==> config.mk <==
export PLATFORM = sky130hd
export DESIGN_NAME = gmii_frame_tx
export DESIGN_NICKNAME = d
export VERILOG_FILES = /design/src/rtl/gmii_frame_tx_pkg.sv /design/src/rtl/gmii_frame_tx.sv
export SDC_FILE = /design/constraint.sdc
export NUM_CORES = 1
export LEC_CHECK = 0
export BUFFER_PORTS_ARGS = -buffer_cell sky130_fd_sc_hd__buf_2
export CAP_MARGIN = 20
export CORE_UTILIZATION = 57
export DETAILED_ROUTE_END_ITERATION = 16
export PLACE_DENSITY = 0.84
export SYNTH_ARGS = -nofsm -noshare
export SYNTH_HDL_FRONTEND = slang
export SYNTH_SLANG_ARGS = --single-unit
==> constraint.sdc <==
create_clock -name iclk -period 6.45 [get_ports iclk]
set_input_delay 0.9675 -clock iclk [delete_from_list [all_inputs] [get_ports iclk]]
set_output_delay 0.9675 -clock iclk [all_outputs]
set_load 0.01 [all_outputs]
==> src/rtl/gmii_frame_tx_pkg.sv <==
// Shared state encoding and wire constants for the GMII frame replay transmitter.
package gmii_frame_tx_pkg;

  localparam int LEN_W = 11;

  localparam logic [7:0] PREAMBLE_BYTE = 8'h55;
  localparam logic [7:0] SFD_BYTE      = 8'hD5;

  typedef enum logic [2:0] {
    IDLE,
    PREAMBLE,
    SFD,
    PAYLOAD,
    IFG,
    DROP
  } tx_state_t;

  // A descriptor is put on the wire only when it is non-empty and fits the size limit.
  function automatic logic len_sendable(input logic [LEN_W-1:0] len,
                                        input logic [LEN_W-1:0] max_len);
    return (len != '0) && (len <= max_len);
  endfunction

endpackage

==> src/rtl/gmii_frame_tx.sv <==
// Replays buffered frames onto GMII TX: preamble, SFD, payload, inter-frame gap.
// The FSM runs one cycle ahead of the wire because every GMII output is registered.
module gmii_frame_tx
  import gmii_frame_tx_pkg::*;
#(
  parameter int pIFG_BYTES    = 12,
  parameter int pPREAMBLE_LEN = 7,
  parameter int pMAX_LEN      = 1518
) (
  input  logic             iclk,
  input  logic             i_rst_n,
  input  logic             i_desc_empty,
  input  logic [LEN_W-1:0] i_desc_len,
  output logic             o_desc_rd,
  input  logic             i_data_empty,
  input  logic [7:0]       i_data,
  output logic             o_data_rd,
  output logic             o_tx_en,
  output logic [7:0]       o_txd,
  output logic             o_tx_er,
  output logic             o_busy,
  output logic             o_underrun,
  output logic [15:0]      o_frame_cnt
);

  localparam logic [LEN_W-1:0] MAX_LEN  = LEN_W'(pMAX_LEN);
  localparam logic [3:0]       PRE_LAST = 4'(pPREAMBLE_LEN - 2);
  // IFG lasts one extra cycle: the IDLE decision slot makes the wire gap pIFG_BYTES+1.
  localparam logic [3:0]       IFG_LAST = 4'(pIFG_BYTES);

  tx_state_t        state;
  tx_state_t        state_next;
  logic [LEN_W-1:0] byte_cnt;
  logic [3:0]       phase_cnt;

  logic             desc_rd;
  logic             data_rd;
  logic             tx_en_d;
  logic             tx_er_d;
  logic [7:0]       txd_d;
  logic             underrun_d;
  logic             frame_done;
  logic             last_byte;

  assign last_byte = (byte_cnt == LEN_W'(1));

  always_ff @(posedge iclk or negedge i_rst_n) begin
    if (!i_rst_n) begin
      state <= IDLE;
    end else begin
      state <= state_next;
    end
  end

  always_comb begin
    state_next = state;
    case (state)
      IDLE: begin
        if (!i_desc_empty) begin
          if (i_desc_len == '0) begin
            state_next = IDLE;
          end else if (i_desc_len > MAX_LEN) begin
            state_next = DROP;
          end else if (pPREAMBLE_LEN > 1) begin
            state_next = PREAMBLE;
          end else begin
            state_next = SFD;
          end
        end
      end
      PREAMBLE: begin
        if (phase_cnt == PRE_LAST) begin
          state_next = SFD;
        end
      end
      SFD: begin
        state_next = PAYLOAD;
      end
      PAYLOAD: begin
        if (!i_data_empty && last_byte) begin
          state_next = IFG;
        end
      end
      IFG: begin
        if (phase_cnt == IFG_LAST) begin
          state_next = IDLE;
        end
      end
      DROP: begin
        if (!i_data_empty && last_byte) begin
          state_next = IDLE;
        end
      end
      default: begin
        state_next = IDLE;
      end
    endcase
  end

  // The IDLE pop cycle already loads the first preamble byte so it hits the wire next cycle.
  always_comb begin
    desc_rd    = 1'b0;
    data_rd    = 1'b0;
    tx_en_d    = 1'b0;
    tx_er_d    = 1'b0;
    txd_d      = 8'h00;
    underrun_d = 1'b0;
    frame_done = 1'b0;
    case (state)
      IDLE: begin
        if (!i_desc_empty) begin
          desc_rd = 1'b1;
          if (len_sendable(i_desc_len, MAX_LEN)) begin
            tx_en_d = 1'b1;
            txd_d   = PREAMBLE_BYTE;
          end
        end
      end
      PREAMBLE: begin
        tx_en_d = 1'b1;
        txd_d   = PREAMBLE_BYTE;
      end
      SFD: begin
        tx_en_d = 1'b1;
        txd_d   = SFD_BYTE;
      end
      PAYLOAD: begin
        tx_en_d = 1'b1;
        if (!i_data_empty) begin
          data_rd    = 1'b1;
          txd_d      = i_data;
          frame_done = last_byte;
        end else begin
          tx_er_d    = 1'b1;
          underrun_d = 1'b1;
        end
      end
      DROP: begin
        data_rd = !i_data_empty;
      end
      default: begin
        tx_en_d = 1'b0;
      end
    endcase
  end

  assign o_desc_rd = desc_rd & i_rst_n;
  assign o_data_rd = data_rd & i_rst_n;
  assign o_busy    = (state != IDLE);

  always_ff @(posedge iclk or negedge i_rst_n) begin
    if (!i_rst_n) begin
      byte_cnt  <= '0;
      phase_cnt <= '0;
    end else begin
      if (desc_rd) begin
        byte_cnt <= i_desc_len;
      end else if (data_rd) begin
        byte_cnt <= byte_cnt - LEN_W'(1);
      end
      if (state_next != state) begin
        phase_cnt <= '0;
      end else if (state == PREAMBLE || state == IFG) begin
        phase_cnt <= phase_cnt + 4'd1;
      end
    end
  end

  always_ff @(posedge iclk or negedge i_rst_n) begin
    if (!i_rst_n) begin
      o_tx_en     <= 1'b0;
      o_tx_er     <= 1'b0;
      o_txd       <= 8'h00;
      o_underrun  <= 1'b0;
      o_frame_cnt <= 16'd0;
    end else begin
      o_tx_en    <= tx_en_d;
      o_tx_er    <= tx_er_d;
      o_txd      <= txd_d;
      o_underrun <= underrun_d;
      if (frame_done) begin
        o_frame_cnt <= o_frame_cnt + 16'd1;
      end
    end
  end

endmodule

---- Word-level counts from Yosys, hierarchy flattened ----
Cells that the tools add are included.
word-level totals
  output and inout bits ................... 30
  register bits after elaboration ......... 44
  input port bits ......................... 23
cells by class
  add/sub/neg operators ................... 3
  mux-type cells .......................... 27
  reductions and logical operators ........ 11
  order comparisons ....................... 2
  equality and inequality tests ........... 9
  bitwise gates (word level) .............. 2
operators with widths
  cell                   number
  $pmux 8 s4             1
  $mux 11                2
  $mux 3                 7
  $pmux 3 s6             1
  $add 16x1->16 const B  1
  $mux 7                 2
  $eq 11x1->1 const B    1
  $gt 11x11->1 const B   1
  $le 11x11->1 const B   1
  $logic_not 11->1       1
  $reduce_bool 11->1     1
  $sub 11x1->11 const B  1
  $mux 1                 9
  $mux 4                 2
  $mux 8                 1
  $eq 3x2->1 const B     2
  $eq 3x3->1 const B     2
  $add 4x1->4 const B    1
  $eq 4x3->1 const B     1
  $eq 4x4->1 const B     1
  $pmux 1 s2             2
  $reduce_bool 2->1      2
  $eq 3x1->1 const B     1
  $logic_not 3->1        1
  7 further kinds        9

---- Logic depth before layout (Yosys ltp) ----
Gate-level depths: netlist of run 1.
  word-level depth ........................ 7
  gate-level depth with buffers ........... 8
  mapped depth without buffers ............ 7

---- Worst setup path after synthesis of run 1 ----
Ideal clock, no wire load.
  path type ............................... input-to-output
  start point ............................. input port i_desc_empty
  end point ............................... output port o_desc_rd
  path slack .............................. 3585 ps
  stages .................................. 3
  buffers on the path ..................... 1
  required time ........................... 5483 ps
  data arrival time ....................... 1898 ps
  cell sequence ........................... nor4_1 > clkbuf_1 > and2_1
between the ends
  longest elaborated chain between the ends .. 3
RTL lines
  item         line                  text
  from (decl)  gmii_frame_tx.sv:12   input logic i_desc_empty,
  $mux 1       gmii_frame_tx.sv:111  if (!i_desc_empty) begin
  $mux 1       gmii_frame_tx.sv:109  case (state)
  $and 1x1->1  gmii_frame_tx.sv:147  assign o_desc_rd = desc_rd & i_rst_n;
  to (decl)    gmii_frame_tx.sv:14   output logic o_desc_rd,
No other way between the ends.

---- Final worst setup path of run 1 ----
  start point ............................. register state[2]
  end point ............................... output port o_data_rd
between the ends
  longest elaborated chain between the ends .. 3
  elaborated cells on any way between the ends .. 4
  classes of those cells .................. 2 x eq/ne; 1 x mux; 1 x bitwise
RTL lines
  item                                      line                  text
  from (decl)                               gmii_frame_tx.sv:31   tx_state_t state;
  from (signal assigned)                    gmii_frame_tx.sv:51   state <= state_next;
  $eq 3x3->1 or $eq 3x2->1 (tied branches)  gmii_frame_tx.sv:109
  $pmux 1 s2 *                              gmii_frame_tx.sv:109
  $and 1x1->1 *                             gmii_frame_tx.sv:148  assign o_data_rd = data_rd & i_rst_n;
  to (decl)                                 gmii_frame_tx.sv:17   output logic o_data_rd,
Mark *: on every way between the ends. The rest lies on a longest branch, timed or not.

==> results.sh, run 1 <==
export IMPL_max_cap_violations=0
export IMPL_wl_per_cell_um=14.78
export IMPL_period_share_pct=44.08
export IMPL_setup_tns_ns=0
export IMPL_r2r_slack_ns=4.01
export IMPL_cts_buffers=5
export IMPL_slew_headroom_pct=60.41
export IMPL_cts_tree="built"
export IMPL_row_count=22
export IMPL_io_pins=53
export IMPL_ys_seq_area_share_pct=48.11
export IMPL_drv_slew=0
export IMPL_io_buffers=52
export IMPL_cp_data_required_time_ns=5.48
export IMPL_crit_chain="xnor2_1 > nor3_1 > and2_1 > buf_2"
export IMPL_antenna_cells=0
export IMPL_vias=1911
export IMPL_synth_top_cells_by_area="dfrtp_1 (48%), xnor2_1 (5.4%), nand2_1 (5.2%), ha_1 (3.3%), xor2_1 (3.1%)"
export IMPL_synth_area_per_cell_um2=9.864
export IMPL_grt_pass1_vias=1742
export IMPL_ctsResizeCount=0
export IMPL_reg2regPathDepth=5
export IMPL_setup_violations=0
export IMPL_hp_start="o_frame_cnt[15]"
export IMPL_syn_nets=261
export IMPL_criticalPathCategory="flop to primary output"
export IMPL_worst_r2r_endpoint="phase_cnt[1]"
export IMPL_ys_seq_elements=44
export IMPL_synth_cells=232
export IMPL_synth_warning_count=0
export IMPL_nFillCells=283
export IMPL_dp_hpwl_um=3537
export IMPL_crit_arrival_ns=1.88
export IMPL_postCtsHoldBufs=0
export IMPL_final_min_clock_period_ns=2.843
export IMPL_coreArea_mm2=0.003744
export IMPL_cts_buffer_depth=2
export IMPL_yosysTopAreaCellShare_pct=48.11
export IMPL_setup_slack_ns=3.607
export IMPL_die_h_um=65.36
export IMPL_antenna_found_initial=0
export IMPL_synth_edf_count=0
export IMPL_grt_start_max_net_pins=47
export IMPL_cp_slowest_cell="dfrtp_1"
export IMPL_nNetsFinal=313
export IMPL_first_iter_violations=188
export IMPL_whs_path_depth=1
export IMPL_r2r_start="state[2]"
export IMPL_cp_end_kind="primary output"
export IMPL_synthFlopType="dfrtp_1"
export IMPL_power_density_mw_per_mm2=371.4
export IMPL_final_util_pct=72.69
export IMPL_slowest_delay_ns=0.72
export IMPL_ir_drop_v=0.0002734
export IMPL_cts_setup_buffers=0
export IMPL_yosys_area_top_type="dfrtp_1"
export IMPL_rsz0062_at_grt="no"
export IMPL_grt_pass1_wl_um=8121
export IMPL_design_die_area_mm2=0.004272
export IMPL_final_setup_skew_ns=0.005684
export IMPL_area_delta_synth_final_pct=18.92
export IMPL_ys_types=45
export IMPL_holdPathEnd="o_frame_cnt[15]"
export IMPL_synthArstFlopShare_pct=100.0
export IMPL_root_buffer="clkbuf_8"
export IMPL_worstPathMaxFanout=18
export IMPL_wl_um=4906
export IMPL_tightest_slew_ns=0.5938
export IMPL_fmax_ghz=0.3517
export IMPL_grt_usage_pct=25.31
export IMPL_cts_htree_levels=2
export IMPL_vias_per_cell=5.756
export IMPL_dp_slack_ns=3.353
export IMPL_clock_latency_ns=0.30
export IMPL_place_congestion=0.8337
export IMPL_ant_nets=0
export IMPL_clock_sinks=44
export IMPL_outcome="complete, no violations"
export IMPL_leakage_nw=1.350
export IMPL_netlist_area_mm2=0.002288
export IMPL_holdCritPathClass="flop to flop"
export IMPL_finalHoldViolCount=0
export IMPL_firstDrtPassIters=4
export IMPL_die_width_um=65.36
export IMPL_cts_clk_slew_worst_paths_ns=0.08
export IMPL_initial_utilization_pct=61.13
export IMPL_grt_remaining_overflow=0
export IMPL_drcViolationCount=0
export IMPL_drive_gt1_share_pct=25.00
export IMPL_worst_setup_path_start_kind="flop"
## state kept, by name, summed over array words and instances, names as in the netlist
signal	count
state	3
o_frame_cnt	16
o_tx_en	1
o_txd	8
o_underrun	1
byte_cnt	11
phase_cnt	4
## cell families after synthesis
logic type      synth area share, %
xor+xnor                      8.420
simple gates                  24.22
compound gates                11.10
flops                         48.11
mux                           1.367
fa+ha+maj                     3.280
buf+inv                       3.499
## power breakdown
| group | total (mW) | switching [mW] | internal, mW |
|---|---|---|---|
| Sequential | 0.434 | 0.0910 | 0.343 |
| Combinational | 0.333 | 0.180 | 0.152 |
| Clock | 0.244 | 0.0920 | 0.152 |
| Total | 1.01 | 0.363 | 0.647 |
## worst max-delay path by stage
stage,start,end,slack [ns],cells after the start
2_1_floorplan,i_desc_empty,o_desc_rd,3.58,3
3_3_place_gp,i_rst_n,o_data_rd,3.37,3
3_5_place_dp,i_rst_n,o_desc_rd,3.35,3
4_1_cts,i_rst_n,o_data_rd,3.35,3
5_1_grt,state[2],o_data_rd,3.48,4
6_report,state[2],o_data_rd,3.61,4
## critical path, delay by kind of cell, from the launching register on
kind | cells | cell delay (ns)
XOR/XNOR | 1 | 0.16
AND/OR/NAND/NOR | 2 | 0.56
flip-flops | 1 | 0.72
buffers and inverters | 1 | 0.12
## layout make-up
class	count	area, µm²	share of cell area (%)
Clock buffer	5	68.82	2.529
Clock inverter	2	60.06	2.207
Inverter	8	30.03	1.103
Multi-Input combinational cell	171	1114	40.92
Sequential cell	44	1101	40.46
Tap cell	48	60.06	2.207
Timing Repair Buffer	54	287.8	10.57
## per-stage QoR
step	std cells	total power, mW	instance area, µm²	hold slack, ns
global placement	324	0.7505	2572	0.4505
finish	332	1.011	2721	0.4608
CTS	331	1.009	2701	0.4681
floorplan	232	0.6689	2288	0.5039
detailed placement	324	0.7632	2572	0.4542
global route	332	1.076	2721	0.4947
## routing by layer
metal  global-route usage, %  share of wire, %  vias to the layer above
met5                       0                 0                        -
met4                   9.511               1.6                        0
met3                   5.208               5.1                       11
met2                   40.85                49                       60
met1                   33.45                44                      916
li1                        -                 -                      924
## synthesized netlist by cell type, drive strengths merged (4+ instances only)
| cell | instances |
|---|---|
| o311ai | 5 |
| clkbuf | 4 |
| nand3 | 9 |
| nor4 | 5 |
| and2 | 6 |
| dfrtp | 44 |
| or4 | 5 |
| ha | 6 |
| a21oi | 9 |
| buf | 5 |
| nor2 | 16 |
| o21ai | 6 |
| o211ai | 4 |
| and3 | 6 |
| nor3 | 9 |
| inv | 8 |
| or3 | 5 |
| xnor2 | 14 |
| nand2 | 32 |
| xor2 | 8 |
## cells in the final DEF, fill, tap and decap left out, types with 2 or more instances in the layout
cell,count
xor2_1,8
nor4_1,4
ha_1,6
or3_1,5
inv_1,7
a221o_1,2
nand3_1,8
a21oi_1,9
buf_2,52
nand2_1,32
and2_1,6
clkbuf_8,5
dfrtp_1,44
o211ai_1,4
or4_1,3
o21ai_0,6
xnor2_1,14
a31o_2,2
o311ai_0,5
nor2_1,16
nor3_1,9
mux2i_1,2
and3_1,6
or4_4,2
nand4_1,2
a2bb2oi_1,2
bufinv_16,2
(Power assumes the default switching activity.)
==> inputs of run 2 (changes only) <==
--- a/config.mk
+++ b/config.mk
@@ -5,11 +5,12 @@
 export SDC_FILE = /design/constraint.sdc
 export NUM_CORES = 1
 export LEC_CHECK = 0
+export ABC_AREA = 1
 export BUFFER_PORTS_ARGS = -buffer_cell sky130_fd_sc_hd__buf_2
 export CAP_MARGIN = 20
-export CORE_UTILIZATION = 57
+export CORE_UTILIZATION = 49
 export DETAILED_ROUTE_END_ITERATION = 16
-export PLACE_DENSITY = 0.84
+export PLACE_DENSITY = 0.76
 export SYNTH_ARGS = -nofsm -noshare
 export SYNTH_HDL_FRONTEND = slang
 export SYNTH_SLANG_ARGS = --single-unit
==> constraint.sdc (replaced) <==
create_clock -name iclk -period 2.35 [get_ports iclk]
set_input_delay 0.3525 -clock iclk [delete_from_list [all_inputs] [get_ports iclk]]
set_output_delay 0.3525 -clock iclk [all_outputs]
set_load 0.01 [all_outputs]
==> run 2 against run 1 <==
Effect of this change:
- register-to-register slack lost 3.5 ns
- clock skew grew 0.0025 ns
- sequential power grew 150%
- core utilization shrank 11 points
- sequential share of layout area shrank 3.4 points
- area after synthesis grew 11%
- wire length grew 7.1%
- worst hold slack lost 0.29 ns
- worst setup slack lost 3.3 ns
- non-clock buffer count is the same
- critical path depth grew 2
- critical endpoint unchanged
- largest power group unchanged
==> results.sh, run 2 <==
export IMPL_outcome="complete, no violations"
export IMPL_grt_pass1_vias=2057
export IMPL_worst_setup_path_start_kind="flop"
export IMPL_wl_per_cell_um=12.37
export IMPL_wl_um=5256
export IMPL_design_die_area_mm2=0.005465
export IMPL_place_congestion=0.8237
export IMPL_criticalPathCategory="flop to primary output"
export IMPL_drv_slew=0
export IMPL_finalHoldViolCount=0
export IMPL_synthTopCellsByCount="nand2_1 (62), dfrtp_1 (44), nor2_1 (32)"
export IMPL_cp_end_kind="primary output"
export IMPL_power_density_mw_per_mm2=888.2
export IMPL_ys_seq_elements=44
export IMPL_grt_start_max_net_pins=45
export IMPL_yosys_area_top_type="dfrtp_1"
export IMPL_row_count=25
export IMPL_area_delta_synth_final_pct=17.23
export IMPL_cts_buffers=5
export IMPL_tightest_slew_ns=0.5389
export IMPL_synthArstFlopShare_pct=100.0
export IMPL_initial_utilization_pct=52.28
export IMPL_largestRegisters="o_frame_cnt x16, byte_cnt x11, o_txd x8"
export IMPL_first_iter_violations=106
export IMPL_max_cap_violations=0
export IMPL_antenna_cells=0
export IMPL_synth_area_per_cell_um2=8.478
export IMPL_yosysTopAreaCellShare_pct=43.44
export IMPL_worstPathMaxFanout=7
export IMPL_synthFlopType="dfrtp_1"
export IMPL_nFillCells=442
export IMPL_grt_pass1_wl_um=9066
export IMPL_io_pins=53
export IMPL_syn_nets=328
export IMPL_final_min_clock_period_ns=2.000
export IMPL_coreArea_mm2=0.004848
export IMPL_ys_types=37
export IMPL_slew_headroom_pct=64.07
export IMPL_final_setup_skew_ns=0.008136
export IMPL_vias_per_cell=5.080
export IMPL_cts_setup_buffers=0
export IMPL_cts_clk_slew_worst_paths_ns=0.09
export IMPL_synth_warning_count=0
export IMPL_clock_sinks=44
export IMPL_ctsResizeCount=0
export IMPL_synth_top_cells_by_area="dfrtp_1 (43%), nand2_1 (9.2%), xor2_1 (4.8%), nor2_1 (4.7%), inv_1 (4.0%)"
export IMPL_root_buffer="clkbuf_8"
export IMPL_cts_tree="built"
export IMPL_wl_met1_um=2427
export IMPL_io_buffers=52
export IMPL_die_width_um=73.93
export IMPL_setup_tns_ns=0
export IMPL_leakage_nw=1.512
export IMPL_antenna_found_initial=0
export IMPL_synth_most_common_cell="nand2_1"
export IMPL_ys_seq_area_share_pct=43.44
export IMPL_synth_edf_count=0
export IMPL_rsz0062_at_grt="no"
export IMPL_drcViolationCount=0
export IMPL_drive_gt1_share_pct=28.21
export IMPL_die_h_um=73.93
export IMPL_ir_drop_v=0.0003553
export IMPL_synth_cells=299
export IMPL_layout_common_cells="nand2_1 (62), buf_2 (52), dfrtp_1 (44), nor2_1 (32), inv_1 (27)"
export IMPL_period_share_pct=85.13
export IMPL_postCtsHoldBufs=0
export IMPL_routed_top_layer="met4"
export IMPL_fin_hold_ws_ns=0.1721
export IMPL_grt_remaining_overflow=0
export IMPL_route_met2_wl_um=2484
export IMPL_grt_usage_pct=22.10
export IMPL_firstDrtPassIters=4
export IMPL_netlist_area_mm2=0.002535
export IMPL_final_common_cell="nand2_1"
export IMPL_total_power_mw=2.639
export IMPL_fmax_ghz=0.4999
export IMPL_vias=2159
export IMPL_largest_register_ffs=16
export IMPL_holdCritPathClass="input pin to asynchronous set/reset pin"
export IMPL_setup_violations=0
export IMPL_cts_htree_levels=2
export IMPL_largest_register="o_frame_cnt"
export IMPL_ant_nets=0
export IMPL_nNetsFinal=386
export IMPL_crit_arrival_ns=1.65
export IMPL_wl_met3_um=260
export IMPL_cts_buffer_depth=2
export IMPL_dp_hpwl_um=4118
export IMPL_cp_data_required_time_ns=2.00
export IMPL_clock_latency_ns=0.30
[run 2: cell types whose count changed in the layout (fill, tap and decap cells not counted), sizes merged, moves of 4 or more]
cell,delta
and2,-6
and3,-6
inv,+27
nand2,+39
nand3,+12
nand4,+4
nor2,+28
o221ai,+4
o311ai,-4
or3,-5
or4,-5
xnor2,-8
xor2,+6
[run 2: stage by stage]
stage	std cells	util (%)	setup WS, ns	area, µm²
6_report	425	61.29	0.3495	2972
3_5_place_dp	417	59.35	0.5684	2878
4_1_cts	425	61.29	0.3302	2972
5_1_grt	425	61.29	0.2201	2972
3_3_place_gp	417	59.35	0.6384	2878
2_1_floorplan	299	-	0.7309	2535
[run 2: layer usage]
metal  vias up  GRT usage (%)
met3         5          5.350
li1       1093              -
met1       991          28.48
met2        70          35.45
met4         0          9.402
met5         -              0
[run 2: cell families (layout without fill, tap and decap cells)]
logic type | after synthesis | count (layout) | share of synthesized area [%]
and+or+nand+nor | 158 | 158 | 32.68
xor gates and xnor gates | 20 | 20 | 6.910
adders and majority gates | 6 | 6 | 2.961
DFF | 44 | 44 | 43.44
AOI/OAI and AO/OA | 33 | 33 | 8.194
buffers and inverters | 38 | 97 | 5.824
[run 2: final cells by class]
class,instances,area (µm²),share of cell area (%)
clock buffers,7,86.33,2.905
multi-input cells,217,1286,43.28
well taps,67,83.83,2.821
repair buffers,54,275.3,9.263
inverters,35,131.4,4.421
clock inverters,1,7.507,0.2526
flip-flops and latches,44,1101,37.05
[run 2: final timing paths]
check | startpoint | to | slack (ns) | cells after the start
hold reg to reg | o_frame_cnt[14] | o_frame_cnt[14] | 0.50 | 1
min in group iclk | i_data[7] | o_txd[7] | 0.25 | 3
hold / removal | i_rst_n | o_frame_cnt[7] | 0.17 | 2
max in group asynchronous | i_rst_n | state[1] | 1.80 | 2
setup / recovery | state[2] | o_data_rd | 0.35 | 6
setup reg to reg | byte_cnt[1] | phase_cnt[3] | 0.54 | 11
[run 2: where the power goes]
group | internal (mW) | switching, mW
Clock | 0.239 | 0.261
Sequential | 0.925 | 0.152
Combinational | 0.381 | 0.681
[run 2: worst max-delay path, cell delays in order, from the launching register on]
cell and delay [ns]:
dfrtp_1 0.46, inv_2 0.13, nand3_4 0.13, inv_2 0.09, o21ai_2 0.32, nor2_1 0.07, buf_2 0.15
